File: src/rtl/dino_pkg.sv
// Shared types, raster timing and colour table for the frame buffer scan-out path.
// Timing constants describe the 800x480 panel at a 33 MHz pixel clock.
package dino_pkg;

    localparam int COOR_WIDTH = 12;
    typedef logic [COOR_WIDTH-1:0] coord_t;

    localparam int H_ACTIVE = 800;
    localparam int H_FP     = 190;
    localparam int H_SYNC   = 20;
    localparam int H_BP     = 46;
    localparam int V_ACTIVE = 480;
    localparam int V_FP     = 22;
    localparam int V_SYNC   = 10;
    localparam int V_BP     = 13;

    // Index 0 is the background colour used for everything outside the frame window.
    localparam logic [23:0] PALETTE [8] = '{
        24'hF0F0F0, 24'h535353, 24'hFFFFFF, 24'hACACAC,
        24'hFF0000, 24'h00A000, 24'h0000FF, 24'hFFC000
    };

    typedef struct packed {
        logic de;
        logic hsync;
        logic vsync;
        logic in_win;
    } pix_t;

    localparam pix_t PIX_IDLE = '{de: 1'b0, hsync: 1'b1, vsync: 1'b1, in_win: 1'b0};

endpackage

File: src/rtl/frame_scanout_video_timing.sv
// Free-running raster counters with raw (unregistered) syncs, active flag and vblank pulse.
// Raw outputs are combinational from h/v; no backpressure, the raster never stalls.
module video_timing
    import dino_pkg::*;
#(
    parameter int H_ACTIVE_P = H_ACTIVE,
    parameter int H_FP_P     = H_FP,
    parameter int H_SYNC_P   = H_SYNC,
    parameter int H_BP_P     = H_BP,
    parameter int V_ACTIVE_P = V_ACTIVE,
    parameter int V_FP_P     = V_FP,
    parameter int V_SYNC_P   = V_SYNC,
    parameter int V_BP_P     = V_BP
) (
    input  logic   clk_33m,
    input  logic   rst,
    output coord_t h,
    output coord_t v,
    output logic   active,
    output logic   hsync,
    output logic   vsync,
    output logic   vblank_start
);

    localparam coord_t H_ACT_C  = coord_t'(H_ACTIVE_P);
    localparam coord_t H_SS_C   = coord_t'(H_ACTIVE_P + H_FP_P);
    localparam coord_t H_SE_C   = coord_t'(H_ACTIVE_P + H_FP_P + H_SYNC_P);
    localparam coord_t H_LAST_C = coord_t'(H_ACTIVE_P + H_FP_P + H_SYNC_P + H_BP_P - 1);
    localparam coord_t V_ACT_C  = coord_t'(V_ACTIVE_P);
    localparam coord_t V_SS_C   = coord_t'(V_ACTIVE_P + V_FP_P);
    localparam coord_t V_SE_C   = coord_t'(V_ACTIVE_P + V_FP_P + V_SYNC_P);
    localparam coord_t V_LAST_C = coord_t'(V_ACTIVE_P + V_FP_P + V_SYNC_P + V_BP_P - 1);

    always_ff @(posedge clk_33m) begin
        if (rst) begin
            h <= '0;
            v <= '0;
        end else if (h == H_LAST_C) begin
            h <= '0;
            v <= (v == V_LAST_C) ? '0 : v + coord_t'(1);
        end else begin
            h <= h + coord_t'(1);
        end
    end

    assign active       = (h < H_ACT_C) && (v < V_ACT_C);
    assign hsync        = !((h >= H_SS_C) && (h < H_SE_C));
    assign vsync        = !((v >= V_SS_C) && (v < V_SE_C));
    assign vblank_start = (h == '0) && (v == V_ACT_C);

endmodule

File: src/rtl/frame_scanout.sv
// Scans the front palette buffer through a scrolled window and drives the parallel RGB panel.
// Video outputs trail read_addr by RAM_LATENCY+1 cycles; no backpressure, the raster free-runs.
module frame_scanout
    import dino_pkg::*;
#(
    parameter int COOR_WIDTH   = dino_pkg::COOR_WIDTH,
    parameter int ADDR_WIDTH   = 19,
    parameter int FRAME_WIDTH  = 1280,
    parameter int FRAME_HEIGHT = 300,
    parameter int FRAME_Y0     = 90,
    parameter int RAM_LATENCY  = 2,
    parameter int H_ACTIVE_P   = H_ACTIVE,
    parameter int H_FP_P       = H_FP,
    parameter int H_SYNC_P     = H_SYNC,
    parameter int H_BP_P       = H_BP,
    parameter int V_ACTIVE_P   = V_ACTIVE,
    parameter int V_FP_P       = V_FP,
    parameter int V_SYNC_P     = V_SYNC,
    parameter int V_BP_P       = V_BP
) (
    input  logic                  clk_33m,
    input  logic                  rst,
    input  logic [COOR_WIDTH-1:0] scroll_x,
    input  logic                  swap_req,
    output logic                  swap_ack,
    output logic                  front_buf,
    output logic [ADDR_WIDTH-1:0] read_addr,
    input  logic [2:0]            read_palette,
    output logic [23:0]           rgb,
    output logic                  de,
    output logic                  hsync,
    output logic                  vsync,
    output logic                  vblank_start
);

    localparam int     V_TOTAL   = V_ACTIVE_P + V_FP_P + V_SYNC_P + V_BP_P;
    localparam coord_t H_ACT_C   = coord_t'(H_ACTIVE_P);
    localparam coord_t H_LAST_C  = coord_t'(H_ACTIVE_P + H_FP_P + H_SYNC_P + H_BP_P - 1);
    localparam coord_t Y0_C      = coord_t'(FRAME_Y0);
    localparam coord_t Y0_PREV_C = coord_t'((FRAME_Y0 == 0) ? V_TOTAL - 1 : FRAME_Y0 - 1);
    localparam coord_t ROW_END_C = coord_t'(FRAME_Y0 + FRAME_HEIGHT);
    localparam coord_t ROW_LAST_C = coord_t'(FRAME_Y0 + FRAME_HEIGHT - 1);
    localparam logic [COOR_WIDTH-1:0] COL_LAST = COOR_WIDTH'(FRAME_WIDTH - 1);
    localparam logic [ADDR_WIDTH-1:0] ROW_STEP = ADDR_WIDTH'(FRAME_WIDTH);

    coord_t                h, v;
    logic                  active_raw, hsync_raw, vsync_raw, vblank_raw;
    logic [COOR_WIDTH-1:0] s_lat, col;
    logic [ADDR_WIDTH-1:0] row_base;
    logic                  in_win, line_end, swap_now;
    pix_t                  pipe [RAM_LATENCY+1];
    logic [23:0]           pix_rgb;

    video_timing #(
        .H_ACTIVE_P(H_ACTIVE_P), .H_FP_P(H_FP_P), .H_SYNC_P(H_SYNC_P), .H_BP_P(H_BP_P),
        .V_ACTIVE_P(V_ACTIVE_P), .V_FP_P(V_FP_P), .V_SYNC_P(V_SYNC_P), .V_BP_P(V_BP_P)
    ) u_timing (
        .clk_33m      (clk_33m),
        .rst          (rst),
        .h            (h),
        .v            (v),
        .active       (active_raw),
        .hsync        (hsync_raw),
        .vsync        (vsync_raw),
        .vblank_start (vblank_raw)
    );

    assign in_win   = (h < H_ACT_C) && (v >= Y0_C) && (v < ROW_END_C);
    assign line_end = (h == H_LAST_C);
    assign swap_now = vblank_raw && swap_req;

    always_comb begin
        pix_rgb = '0;
        if (pipe[RAM_LATENCY].de)
            pix_rgb = pipe[RAM_LATENCY].in_win ? PALETTE[read_palette] : PALETTE[0];
    end

    always_ff @(posedge clk_33m) begin
        if (rst) begin
            s_lat        <= '0;
            col          <= '0;
            row_base     <= '0;
            read_addr    <= '0;
            front_buf    <= 1'b0;
            swap_ack     <= 1'b0;
            vblank_start <= 1'b0;
            rgb          <= '0;
            de           <= 1'b0;
            hsync        <= 1'b1;
            vsync        <= 1'b1;
            for (int i = 0; i <= RAM_LATENCY; i++) pipe[i] <= PIX_IDLE;
        end else begin
            // Scroll is only taken during vblank so a frame never tears mid-scan.
            if (vblank_raw) s_lat <= scroll_x;

            // col holds the column for the current h; reloaded for the next line at line end.
            if (line_end)
                col <= s_lat;
            else if (h < H_ACT_C)
                col <= (col == COL_LAST) ? '0 : col + COOR_WIDTH'(1);

            if (line_end) begin
                if (v == Y0_PREV_C)
                    row_base <= '0;
                else if ((v >= Y0_C) && (v < ROW_LAST_C))
                    row_base <= row_base + ROW_STEP;
            end

            read_addr <= in_win ? row_base + ADDR_WIDTH'(col) : '0;

            pipe[0] <= '{de: active_raw, hsync: hsync_raw, vsync: vsync_raw, in_win: in_win};
            for (int i = 1; i <= RAM_LATENCY; i++) pipe[i] <= pipe[i-1];

            de           <= pipe[RAM_LATENCY].de;
            hsync        <= pipe[RAM_LATENCY].hsync;
            vsync        <= pipe[RAM_LATENCY].vsync;
            rgb          <= pix_rgb;
            vblank_start <= vblank_raw;
            swap_ack     <= swap_now;
            if (swap_now) front_buf <= ~front_buf;
        end
    end

endmodule

File: config.mk
export PLATFORM = sky130hd
export DESIGN_NAME = frame_scanout
export DESIGN_NICKNAME = d
export VERILOG_FILES = /design/src/rtl/dino_pkg.sv /design/src/rtl/frame_scanout_video_timing.sv /design/src/rtl/frame_scanout.sv
export SDC_FILE = /design/constraint.sdc
export NUM_CORES = 1
export LEC_CHECK = 0
export ABC_CLOCK_PERIOD_IN_PS = 2500
export BUFFER_PORTS_ARGS = -buffer_cell sky130_fd_sc_hd__buf_2
export CAP_MARGIN = 10
export CORE_MARGIN = 2
export CORE_UTILIZATION = 59
export CTS_BUF_LIST = sky130_fd_sc_hd__clkbuf_4
export DETAILED_ROUTE_END_ITERATION = 6
export PLACE_DENSITY = 0.81
export SYNTH_ARGS = -nofsm -noshare
export SYNTH_HDL_FRONTEND = slang
export SYNTH_SLANG_ARGS = --single-unit
File: constraint.sdc
create_clock -name clk_33m -period 2.5 [get_ports clk_33m]
set_clock_uncertainty 0.05 [all_clocks]
set_input_delay 0.125 -clock clk_33m [delete_from_list [all_inputs] [get_ports clk_33m]]
set_output_delay 0.125 -clock clk_33m [all_outputs]
set_load 0.01 [all_outputs]
Yosys cells after proc, flatten, opt, wreduce, memory -nomap -nowiden
Memories as Yosys holds them, arrays and structs flattened.
Cells that the tools add are included.
Operators by class
  $add $sub $neg: 5
  $mul: 0
  divide/modulo/power cells: 0
  order comparisons: 10
  equality and inequality tests: 5
  shift operators: 0
  multiplexer cells: 15
  bitwise gates (word level): 8
  reductions and logical operators: 18
Operator list (number)
  $mux 24: 3
  $mux 12: 4
  $mux 19: 2
  $add 12x1->12 const B: 3
  $lt 12x10->1 const B: 3
  $lt 12x9->1 const B: 3
  $eq 12x11->1 const B: 2
  $add 19x11->19 const B: 1
  $add 19x12->19: 1
  $eq 12x10->1 const B: 1
  $eq 12x7->1 const B: 1
  $eq 12x9->1 const B: 1
  $ge 12x10->1 const B: 1
  $ge 12x7->1 const B: 1
  $ge 12x9->1 const B: 1
  $logic_not 12->1: 1
  $mux 4: 3
  $logic_and 1x1->1: 8
  $reduce_or 2->1: 3
  $ge 4x4->1 const B: 1
  $not 1->1: 4
  $not 3->4: 1
  $reduce_bool 2->1: 2
  $mux 1: 3
  4 further kinds: 7
Word-level totals
  bits in registers: 116
  latch bits: 0
  memory bits (writable): 12
  bits in read-only memories: 192
  output and inout bits: 49
  memories kept: 2
Memories
  (name not given): depth 8, width 24, rd ports 1, clocked after memory_dff 0, wr ports 0, line frame_scanout.sv:75  | pix_rgb = pipe[RAM_LATENCY].in_win ? PALETTE[read_palette] : PALETTE[0];
  pipe: depth 3, width 4, rd ports 3, clocked after memory_dff 0, wr ports 3, line frame_scanout.sv:51  | pix_t pipe [RAM_LATENCY+1];

Depth between registers and ports, before layout
Gate-level depths: netlist of the first run.
  depth in word-level cells: 5
  depth in mapped cells: 8
  gate-level depth less buffers: 7

Hierarchy
A second synthesis of the first run with hierarchy kept.
Unflattened totals
  cells, all modules: 566
  area, all modules: 4924.7 um2
Modules (own cells, without submodules)
  frame_scanout: instances 1, cells an instance 415, area an instance 3644.7 um2
  video_timing: instances 1, cells an instance 151, area an instance 1280.0 um2

Worst setup path before layout of the first run
No wires, ideal clock.
  path kind: register -> register
  from: register u_timing.h[1]
  to: register row_base[17]
  data arrival time: 1.880 ns
  required time: 2.371 ns
  setup slack: 0.491 ns
  cell stages (with the launch flop): 8
  clock period less this slack: 2.009 ns
  path through: dfxtp_1 > ha_1 > and3b_1 > and4_1 > buf_6 > or2b_4 > or4_1 > o211ai_1
On the way
  word-level cells in the longest chain between the ends: 2
Ends and longest elaborated chain
  from (decl): line frame_scanout_video_timing.sv:17  | output coord_t h,
  from (signal assigned): line frame_scanout_video_timing.sv:42  | h <= h + coord_t'(1);
  $eq 12x11->1: line frame_scanout.sv:69  | assign line_end = (h == H_LAST_C);
  $reduce_and 2->1 (no line)
  to (signal assigned): line frame_scanout.sv:106  | row_base <= row_base + ROW_STEP;
  to (decl): line frame_scanout.sv:49  | logic [ADDR_WIDTH-1:0] row_base;
Every way passes these cells.
A chain may end at the register's enable or synchronous reset.

Worst setup path in the final report of the first run
  from: register u_timing.h[1]
  to: register u_timing.v[8]
On the way
  word-level cells in the longest chain between the ends: 1
Ends and longest elaborated chain
  $eq 12x11->1: line frame_scanout_video_timing.sv:38  | end else if (h == H_LAST_C) begin
  to (signal assigned): line frame_scanout_video_timing.sv:40  | v <= (v == V_LAST_C) ? '0 : v + coord_t'(1);
  to (decl): line frame_scanout_video_timing.sv:18  | output coord_t v,
Every way passes these cells.

==> results of run 1 <==
[final cells by class]
type	instances	area, µm²
clock buffer	9	67.6
clock inverter	6	46.3
fill	669	2620
inverter	14	52.6
multi-input combinational	388	2450
sequential	110	2200
tap	105	131
timing repair buffer	92	566
[cells in the final DEF, fill, tap and decap left out, drive strengths merged, types with 6 or more instances in the layout]
cell type	synthesis	final
nand2	25	25
ha	16	16
xnor2	17	17
xor2	15	15
nand4	13	13
clkbuf	17	9
or3	6	6
or2	9	9
o21ai	20	20
mux2i	14	14
nor3	25	25
and2	14	14
nand2b	7	7
nor2	80	80
a21oi	23	23
dlygate4sd3	0	16
and3	7	7
dfxtp	110	110
nand3	25	25
nor4	7	7
buf	19	76
inv	14	16
[cell families after synthesis]
logic type | after synthesis | share of synthesized area [%]
and+or+nand+nor | 246 | 26.2
buffers and inverters | 50 | 5.61
muxes | 15 | 3.07
DFF | 110 | 44.7
xor gates and xnor gates | 32 | 5.69
AOI/OAI and AO/OA | 79 | 10.7
adders and majority gates | 16 | 4.06
[metal layers]
metal  up-vias  GRT usage (%)
met2       151           40.0
met3        15           4.35
met4         0           6.55
met1      1896           33.5
met5         -              0
li1       2050              -
[report_power, final]
group	leakage, nW	switching [mW]	internal [mW]
sequential	0.889	0.0216	1.77
combinational	1.30	0.0675	0.0631
clock	0.0588	0.566	0.207
total	2.24	0.655	2.04
[sequential cells by signal, summed over array words and instances, names as in the netlist]
signal and count:
col 12, vblank_start 1, rgb 14, read_addr 19
pipe 12, front_buf 1, swap_ack 1, u_timing.h 12
s_lat 12, hsync 1, row_base 11, de 1
vsync 1, u_timing.v 12
[worst min-delay path by stage]
stage,startpoint,to,slack (ns),cells past startpoint
2_1_floorplan,rst,pipe[0][2]$_SDFF_PP1_,0.19,2
5_1_grt,rst,s_lat[7]$_SDFFE_PP0P_,0.08,2
3_3_place_gp,scroll_x[5],s_lat[5]$_SDFFE_PP0P_,0.31,3
4_1_cts,rst,s_lat[8]$_SDFFE_PP0P_,0.06,2
3_5_place_dp,scroll_x[0],s_lat[0]$_SDFFE_PP0P_,0.32,3
6_report,rst,s_lat[8]$_SDFFE_PP0P_,0.09,2
[timing repair]
item	CTS	global route
resized for setup	0	0
setup endpoints to repair	0	0
hold buffers	16	0
hold endpoints to repair	22	0
[stage by stage]
| stage | std cells | area [µm²] |
|---|---|---|
| CTS | 724 | 5510 |
| floorplan | 548 | 4930 |
| global route | 724 | 5510 |
| global placement | 693 | 5240 |
| detailed placement | 693 | 5240 |
| finish | 724 | 5510 |
==> run metrics, run 1 <==
outcome=finished clean; Initial Utilization=60.6%; top_reg_cell synth=dfxtp_1; CP Cell Sequence=ha_1 -> and3b_1 -> and4_1 -> buf_4 -> nand2_1 -> or3_1 -> a21oi_1; Reg2Reg Depth=7; Tightest Pin Transition=0.663 ns; Final Wtd Congestion=0.884; fin util=67.8%; worst rel slew slack=55.5%; Tmin final=2.20 ns; IO Count=67; first-pass GRT wire length=around 18 mm; clk root buf=clkbuf_4; critical path endpoint=u_timing.v[8]$_SDFFE_PP0P_; Final Hold Vio Count=0; main area contributors after synthesis=dfxtp_1 45%, nor2_1 6.1%, ha_1 4.1%; met3 WL=707 µm; postcts setup bufs=0; area grow syn2layout=11.9%; critical path arrival=approximately 2.5 ns; Hold Crit Class=input pin to flip-flop; Cell Area, Synth=4930 µm²; r2r setup slk=0.30 ns; number of enable flip-flop cells after synthesis=0; fmax=between 400 and 500 MHz; antenna violations before repair=0; fin worst setup slack=~0.3 ns; Final HPWL DP=7.27 mm; vias=4112; Post-Route WL=10.5 mm; CP Launch Point=u_timing.h[1]$_SDFF_PP0_; grt ovf=0; Synth top area share=44.7%; TritonCTS clock tree=yes; CTS buffer count=9; Syn Area/Cell=8.99 µm²; top cell type by total area after synthesis=dfxtp_1; met1 WL=roughly 4.8 mm; Die Ht=95.4 µm; critical path depth=7; vias per std cell=roughly 5.7; Reg-to-Reg End=u_timing.v[8]$_SDFFE_PP0P_; Die Wd=95.4 µm; Synth top cells by count=110 x dfxtp_1, 80 x nor2_1, 25 x nand2_1; Antenna Diode Count=0; layout cells sized above 1=17.6%; CP Launch Type=flip-flop; ANT nets after route=0; H-Tree Depth=3; CP Buf/Inv Count=1; die footprint=9100 µm²; Setup TNS=0 ns; YS warnings=0; Slowest-stage cell, CP=dfxtp_1; Tot GR Track Use=roughly a quarter; initial DRC count=389; Top delay family on crit path=simple AND/OR/NAND/NOR gates; slowest cell delay on critical path=0.46 ns; worst-skew pair later-pin latency=roughly 0.44 ns; Clock Sinks=110; DR top layer=met4; largest net degree at the start of global routing=35; total power=2.70 mW; Mapped Cells=between 500 and 600; Worst Path Max Fanout=23; Power Density=490 nW/µm²; standard-cell rows=33; First-pass DRT Iterations=5; hold_ws=0.0900 ns; VDD IR max=slightly below 0.3 mV; Leak=2.24 nW; Final Max Slew Viols=0; Syn Nets=582; Seq/Total Area, Yosys=around 45%; clock buffer depth=2; floorplan core area=8130 µm²; Synth Register Bits=110; kind of critical path=flip-flop to flip-flop; RR Startpoint=u_timing.h[1]$_SDFF_PP0_; MaxCap Viol Count=0; Setup violations, final=0; RSZ-0062 raised after global routing=no; CP endpoint kind=flip-flop; WL/cell=14.5 µm; most common cell in the netlist=dfxtp_1; vias in the first global route=3789; Async SR Flop Fraction=0%; fin crit share=87.8%; Reg clk slew, reported paths=0.17 ns; worst slack, placed=0.358 ns; CP required=2.82 ns; Cell variety after synth=63; drt drc=0; final net count=between 600 and 700; PortBufs=between 60 and 70; metal2 WL=4.87 mm
No activity file was read; power rests on OpenSTA's default activity.
==> run 2, diff against run 1 <==
- ABC_CLOCK_PERIOD_IN_PS: 2500 -> 1970
- CORE_UTILIZATION: 59 -> 54
- PLACE_DENSITY: 0.81 -> not set
- PLACE_DENSITY_LB_ADDON: not set -> 0.2
- clock period: 2.5 -> 1.97 ns (I/O delays scaled with it)
==> run metrics, run 2 (synthesis results as in run 1) <==
worst rel slew slack=69.6% (was 55.5%); CTS buffer count=9 (unchanged); Comb pwr share=5.5% (was 4.8%); worst-skew pair later-pin latency=0.45 ns (was 0.44 ns); area grow syn2layout=24.5% (was 11.9%); outcome=complete, but fails checks (was finished clean); Post-Route WL=11.8 mm (was 10.5 mm); Largest register FFs=19 (unchanged); Die Ht=99.5 µm (was 95.4 µm); H-Tree Depth=3 (unchanged); commonest non-fill, non-tap cell in the layout=dfxtp_1 (unchanged); Clock power frac=31.4% (was 28.6%); Setup violations, final=5 (was 0); fin crit share=102% (was 87.8%); CP Launch Point=u_timing.h[0]$_SDFF_PP0_ (was u_timing.h[1]$_SDFF_PP0_); critical path depth=6 (was 7); CP endpoint kind=flip-flop (unchanged); Power Density=587 nW/µm² (was 490 nW/µm²); layout cells sized above 1=28.1% (was 17.6%); drt drc=0 (unchanged); Reg2Reg Depth=6 (was 7); critical path endpoint=row_base[17]$_SDFFE_PP0P_ (was u_timing.v[8]$_SDFFE_PP0P_); RSZ-0062 raised after global routing=yes (was no); Register Area=2220 µm² (was 2200 µm²); WL/cell=15.0 µm (was 14.5 µm); Flop pwr share=63.0% (was 66.5%); Worst Path Max Fanout=6 (was 23); clk root buf=clkbuf_4 (unchanged); met1 Track Usage GR=31.4% (was 33.5%); Reg clk slew, reported paths=0.17 ns (about the same); r2r setup slk=-0.04 ns (was 0.30 ns); initial DRC count=218 (was 389); Final Max Slew Viols=0 (unchanged); grt ovf=0 (unchanged); CP required=2.30 ns (was 2.82 ns); Tot GR Track Use=23.9% (was 24.5%); die footprint=9900 µm² (was 9100 µm²); final instance area=6130 µm² (was 5510 µm²); vias in the first global route=4186 (was 3789); Leak=2.57 nW (was 2.24 nW); antenna violations before repair=1 (was 0); kind of critical path=flip-flop to flip-flop (unchanged); Largest regs=read_addr x19, rgb x14 (unchanged); Tmin final=2.01 ns (was 2.20 ns); IO Count=67 (unchanged); final net count=705 (was 649); hold_ws=0.346 ns (was 0.0900 ns); GR Layer Usage met3=3.16% (was 4.35%); Internal=2.75 mW (was 2.04 mW); ANT nets after route=0 (unchanged); Sw Share=23.8% (was 24.3%); PortBufs=66 (unchanged); critical path arrival=2.34 ns (was 2.52 ns); CP Cell Sequence=ha_2 -> and3b_1 -> and4_1 -> or2b_4 -> or4_1 -> o211ai_1 (was ha_1 -> and3b_1 -> and4_1 -> buf_4 -> nand2_1 -> or3_1 -> a21oi_1); MaxCap Viol Count=0 (unchanged); Setup TNS=-0.0981 ns (was 0 ns); Die Wd=99.5 µm (was 95.4 µm); Slowest-stage cell, CP=or4_1 (was dfxtp_1); clock buffer depth=2 (unchanged); multi-input logic area=2570 µm² (was 2450 µm²); first-pass GRT wire length=19.6 mm (was 17.7 mm); slowest cell delay on critical path=0.47 ns (was 0.46 ns); CP Buf/Inv Count=0 (was 1); Hold Crit Class=input pin to flip-flop (unchanged); placed inst area=5610 µm² (was 5240 µm²); commonest non-fill, non-tap cells in the layout=103 x dfxtp_1, 77 x nor2_1, 66 x buf_2, 61 x buf_4, 25 x nand2_1 (was 110 x dfxtp_1, 80 x nor2_1, 66 x buf_2, 25 x nand2_1); worst hold stages=4 (was 2); Final Wtd Congestion=0.969 (was 0.884); Top delay family on crit path=simple AND/OR/NAND/NOR gates (unchanged); fmax=497 MHz (was 455 MHz); Top reg by flops=read_addr (unchanged); fin worst setup slack=-0.0435 ns (was 0.304 ns); fillers=726 (was 669); Clock Sinks=110 (unchanged); RR Startpoint=u_timing.h[0]$_SDFF_PP0_ (was u_timing.h[1]$_SDFF_PP0_); largest net degree at the start of global routing=38 (was 35); Final Hold Vio Count=0 (unchanged); vias=4448 (was 4112); CP Launch Type=flip-flop (unchanged); TritonCTS clock tree=yes (unchanged); Reg-to-Reg End=row_base[17]$_SDFFE_PP0P_ (was u_timing.v[8]$_SDFFE_PP0P_); Initial Utilization=56.2% (was 60.6%); floorplan core area=8760 µm² (was 8130 µm²); standard-cell rows=34 (was 33); VDD IR max=0.452 mV (was 0.291 mV); Top Usage Layer GRT=met2 (unchanged); First-pass DRT Iterations=6 (was 5); worst slack, placed=-0.0494 ns (was 0.358 ns); Non-Filler Instances=785 (was 724); Switching Power=0.857 mW (was 0.655 mW); met2 Track Usage GR=39.6% (was 40.0%); failing checks=setup timing; Final HPWL DP=8.25 mm (was 7.27 mm); vias per std cell=5.67 (was 5.68); Tightest Pin Transition=0.456 ns (was 0.663 ns); placed instance count=743 (was 693)
run 2: cell count changes in the layout (fill, tap and decap cells not counted), sizes merged:
cell	delta
dlygate4sd3	+1
clkinvlp	-2
diode	+1
clkinv	+2
buf	+55
bufinv	+1
run 2: metrics by stage:
step,total power [mW],utilization [%]
floorplan,2.42,-
global placement,2.47,64.0
detailed placement,2.48,64.0
CTS,3.62,67.9
global route,3.75,70.0
finish,3.60,70.0
run 2: power groups by stage:
stage / combinational [mW] / clock [mW] / sequential, mW
floorplan: 0.0943 / 0 / 2.32
global placement: 0.155 / 0 / 2.32
detailed placement: 0.160 / 0 / 2.32
CTS: 0.186 / 1.16 / 2.27
global route: 0.221 / 1.25 / 2.28
finish: 0.199 / 1.13 / 2.27
run 2: what timing repair did:
item,in CTS,in global routing
endpoints found under the setup margin,9,34
hold buffers,17,0
pin swaps,1,12
gates resized for setup,4,29
cloned,0,0
hold endpoints to repair,28,0
buffers inserted,1,7
run 2: how the worst min path moves through the flow:
| stage | endpoint | slack [ns] | startpoint |
|---|---|---|---|
| 2_1_floorplan | pipe[0][2]$_SDFF_PP1_ | 0.16 | rst |
| 3_3_place_gp | s_lat[0]$_SDFFE_PP0P_ | 0.28 | scroll_x[0] |
| 3_5_place_dp | s_lat[11]$_SDFFE_PP0P_ | 0.29 | scroll_x[11] |
| 4_1_cts | s_lat[11]$_SDFFE_PP0P_ | 0.33 | scroll_x[11] |
| 5_1_grt | s_lat[2]$_SDFFE_PP0P_ | 0.38 | scroll_x[2] |
| 6_report | s_lat[2]$_SDFFE_PP0P_ | 0.35 | scroll_x[2] |
run 2: worst reg2reg max path, stage by stage (launching register included):
cell	delay (ns)
dfxtp_2	0.37
ha_2	0.17
and3b_1	0.17
and4_1	0.30
or2b_4	0.33
or4_1	0.47
o211ai_1	0.09
run 2: final cells by class:
cell class / instances / share of cell area, %
multi-input cells: 388 / 41.9
inverters: 14 / 0.857
flip-flops and latches: 110 / 36.1
well taps: 108 / 2.20
repair buffers: 148 / 16.6
clock buffers: 9 / 1.10
clock inverters: 7 / 1.16
diodes: 1 / 0.0408
run 2: layer usage:
metal / wire length (µm) / up-vias / part of all wire [%]
met5: 0 / - / 0
met4: 274 / 0 / 2.3
met3: 619 / 28 / 5.3
met2: 5690 / 166 / 48
met1: 5180 / 2088 / 44
li1: - / 2166 / -
==> run 3, diff against run 2 <==
- SYNTH_HIERARCHICAL: not set -> 1
==> run metrics, run 3 <==
VDD IR max=0.344 mV (was 0.452 mV); Synth top cells by count=110 x dfxtp_1, 62 x nor2_1, 40 x nand2_1 (was 110 x dfxtp_1, 80 x nor2_1, 25 x nand2_1); floorplan core area=8760 µm² (unchanged); antenna violations before repair=0 (was 1); multi-input logic area=2750 µm² (was 2570 µm²); fillers=646 (was 726); failing checks=setup timing (unchanged); Register Area=2210 µm² (was 2220 µm²); Tightest Pin Transition=0.484 ns (was 0.456 ns); Syn Nets=599 (was 582); Seq/Total Area, Yosys=44.7% (about the same); fin crit share=106% (was 102%); worst rel slew slack=67.7% (was 69.6%); Worst Path Max Fanout=4 (was 6); fmax=477 MHz (was 497 MHz); outcome=complete, but fails checks (unchanged); kind of critical path=flip-flop to flip-flop (unchanged); standard-cell rows=34 (unchanged); Clock Sinks=110 (unchanged); grt ovf=0 (unchanged); area grow syn2layout=32.7% (was 24.5%); Mapped Cells=566 (was 548); layout cells sized above 1=33.0% (was 28.1%); Antenna Diode Count=0 (was 1); clk root buf=clkbuf_4 (unchanged); Reg clk slew, reported paths=0.16 ns (was 0.17 ns); commonest non-fill, non-tap cells in the layout=105 x dfxtp_1, 70 x buf_4, 66 x buf_2, 54 x nor2_1, 38 x nand2_1 (was 103 x dfxtp_1, 77 x nor2_1, 66 x buf_2, 61 x buf_4, 25 x nand2_1); main area contributors after synthesis=dfxtp_1 45%, nor2_1 4.7%, a21oi_1 4.0% (was dfxtp_1 45%, nor2_1 6.1%, ha_1 4.1%); Final HPWL DP=8.02 mm (was 8.25 mm); PortBufs=66 (unchanged); critical path arrival=2.45 ns (was 2.34 ns); Leak=2.73 nW (was 2.57 nW); Largest register FFs=19 (unchanged); top_reg_cell synth=dfxtp_1 (unchanged); First-pass DRT Iterations=6 (unchanged); CP Launch Type=flip-flop (unchanged); Tmin final=2.09 ns (was 2.01 ns); Final Max Slew Viols=0 (unchanged); Final Hold Vio Count=0 (unchanged); vias=4689 (was 4448); Top reg by flops=read_addr (unchanged); Die Wd=99.5 µm (about the same); H-Tree Depth=3 (unchanged); vias in the first global route=4313 (was 4186); Cell variety after synth=57 (was 63); Cell Area, Synth=4920 µm² (was 4930 µm²); r2r setup slk=-0.12 ns (was -0.04 ns); TritonCTS clock tree=yes (unchanged); CTS buffer count=9 (unchanged); CP Buf/Inv Count=0 (unchanged); clock buffer depth=2 (unchanged); Final Wtd Congestion=0.953 (was 0.969); largest net degree at the start of global routing=48 (was 38); drt drc=0 (unchanged); Hold Crit Class=input pin to flip-flop (unchanged); worst-skew pair later-pin latency=0.47 ns (was 0.45 ns); first-pass GRT wire length=19.7 mm (was 19.6 mm); commonest non-fill, non-tap cell in the layout=dfxtp_1 (unchanged); total power=3.56 mW (was 3.60 mW); Synth top area share=44.7% (about the same); Tot GR Track Use=24.5% (was 23.9%); Power Density=545 nW/µm² (was 587 nW/µm²); initial DRC count=249 (was 218); MaxCap Viol Count=0 (unchanged); YS warnings=6 (was 0); Setup TNS=-1.01 ns (was -0.0981 ns); Syn Area/Cell=8.70 µm² (was 8.99 µm²); Post-Route WL=12.5 mm (was 11.8 mm); die footprint=9900 µm² (about the same); IO Count=67 (unchanged); Synth Register Bits=110 (unchanged); Top delay family on crit path=simple AND/OR/NAND/NOR gates (unchanged); WL/cell=15.1 µm (was 15.0 µm); ANT nets after route=0 (unchanged); Initial Utilization=56.2% (about the same); CP endpoint kind=flip-flop (unchanged); final net count=746 (was 705); vias per std cell=5.68 (was 5.67); CP Cell Sequence=or4b_4 -> or4_4 -> or4_1 -> a21oi_1 (was ha_2 -> and3b_1 -> and4_1 -> or2b_4 -> or4_1 -> o211ai_1); Die Ht=99.5 µm (about the same); Setup violations, final=22 (was 5); fin worst setup slack=-0.125 ns (was -0.0435 ns); slowest cell delay on critical path=0.53 ns (was 0.47 ns); Async SR Flop Fraction=0% (unchanged); Slowest-stage cell, CP=or4b_4 (was or4_1); number of enable flip-flop cells after synthesis=0 (unchanged); RSZ-0062 raised after global routing=yes (unchanged); Largest regs=read_addr x19, rgb x14 (unchanged); most common cell in the netlist=dfxtp_1 (unchanged); CP required=2.33 ns (was 2.30 ns); top cell type by total area after synthesis=dfxtp_1 (unchanged)
-- run 3: cell count changes in the layout (fill, tap and decap cells not counted), moves of 8 or more --
cell and change:
nor2_1 -23, o21ai_0 +17, buf_6 +14, nand2_1 +13
a21oi_1 +11, nor3_1 -11, buf_4 +9, xnor2_1 -9
nand3_1 +8
-- run 3: what timing repair did --
action / in CTS / in global routing
setup endpoints to repair: 34 / 74
hold buffers: 16 / 0
pin swaps: 5 / 38
cloned: 4 / 1
hold endpoints to repair: 24 / 0
buffers inserted: 14 / 7
resized for setup: 20 / 62
-- run 3: final timing paths --
check | startpoint | end | cells past startpoint
setup / recovery | u_timing/h[9]$_SDFF_PP0_ | row_base[15]$_SDFFE_PP0P_ | 4
setup reg to reg | u_timing/h[9]$_SDFF_PP0_ | row_base[15]$_SDFFE_PP0P_ | 4
hold reg to reg | pipe[0][1]$_SDFF_PP1_ | pipe[0][5]$_SDFF_PP1_ | 1
hold / removal | rst | col[7]$_SDFFE_PP0P_ | 4
-- run 3: metrics by stage --
stage	area, µm²	hold WS (ns)	util (%)	setup slack (ns)	cells
finish	6530	0.121	74.6	-0.125	826
global route	6530	0.133	74.6	-0.184	826
CTS	6220	0.102	70.9	-0.127	819
detailed placement	5710	0.290	65.2	-0.142	769
global placement	5710	0.282	65.2	-0.0998	769
floorplan	4930	0.179	-	-0.149	566
-- run 3: final cells by class --
type,count,share of cell area (%)
inverters,16,0.977
multi-input cells,405,42.1
well taps,108,2.07
repair buffers,170,19.0
repair inverters,1,0.115
clock buffers,12,1.38
flip-flops and latches,110,33.8
clock inverters,4,0.498
-- run 3: cell families (layout without fill, tap and decap cells) --
family | count (synthesis) | count (layout) | share of synthesized area (%)
flip-flops | 110 | 110 | 44.7
XOR/XNOR | 23 | 23 | 4.09
AO/OA/AOI/OAI | 113 | 113 | 13.9
adder cells (fa/ha/maj) | 15 | 15 | 3.81
buffers and inverters | 52 | 203 | 5.11
multiplexers | 14 | 14 | 2.85
AND/OR/NAND/NOR | 239 | 240 | 25.6
-- run 3: where the power goes --
part	internal (mW)	switching, mW
registers	2.25	0.0192
clock network	0.310	0.738
logic	0.113	0.129
-- run 3: layer usage --
| layer | part of all wire, % | track usage [%] | up-vias |
|---|---|---|---|
| met4 | 1.6 | 7.80 | 0 |
| met1 | 43 | 30.9 | 2175 |
| met5 | 0 | 0 | - |
| met2 | 49 | 42.3 | 179 |
| met3 | 6.6 | 5.13 | 23 |
| li1 | - | - | 2312 |
-- run 3: tightest hold or removal path: cells and delay by family --
kind,cells,cell delay [ns]
buf+inv,2,0.32
compound gates,2,0.20
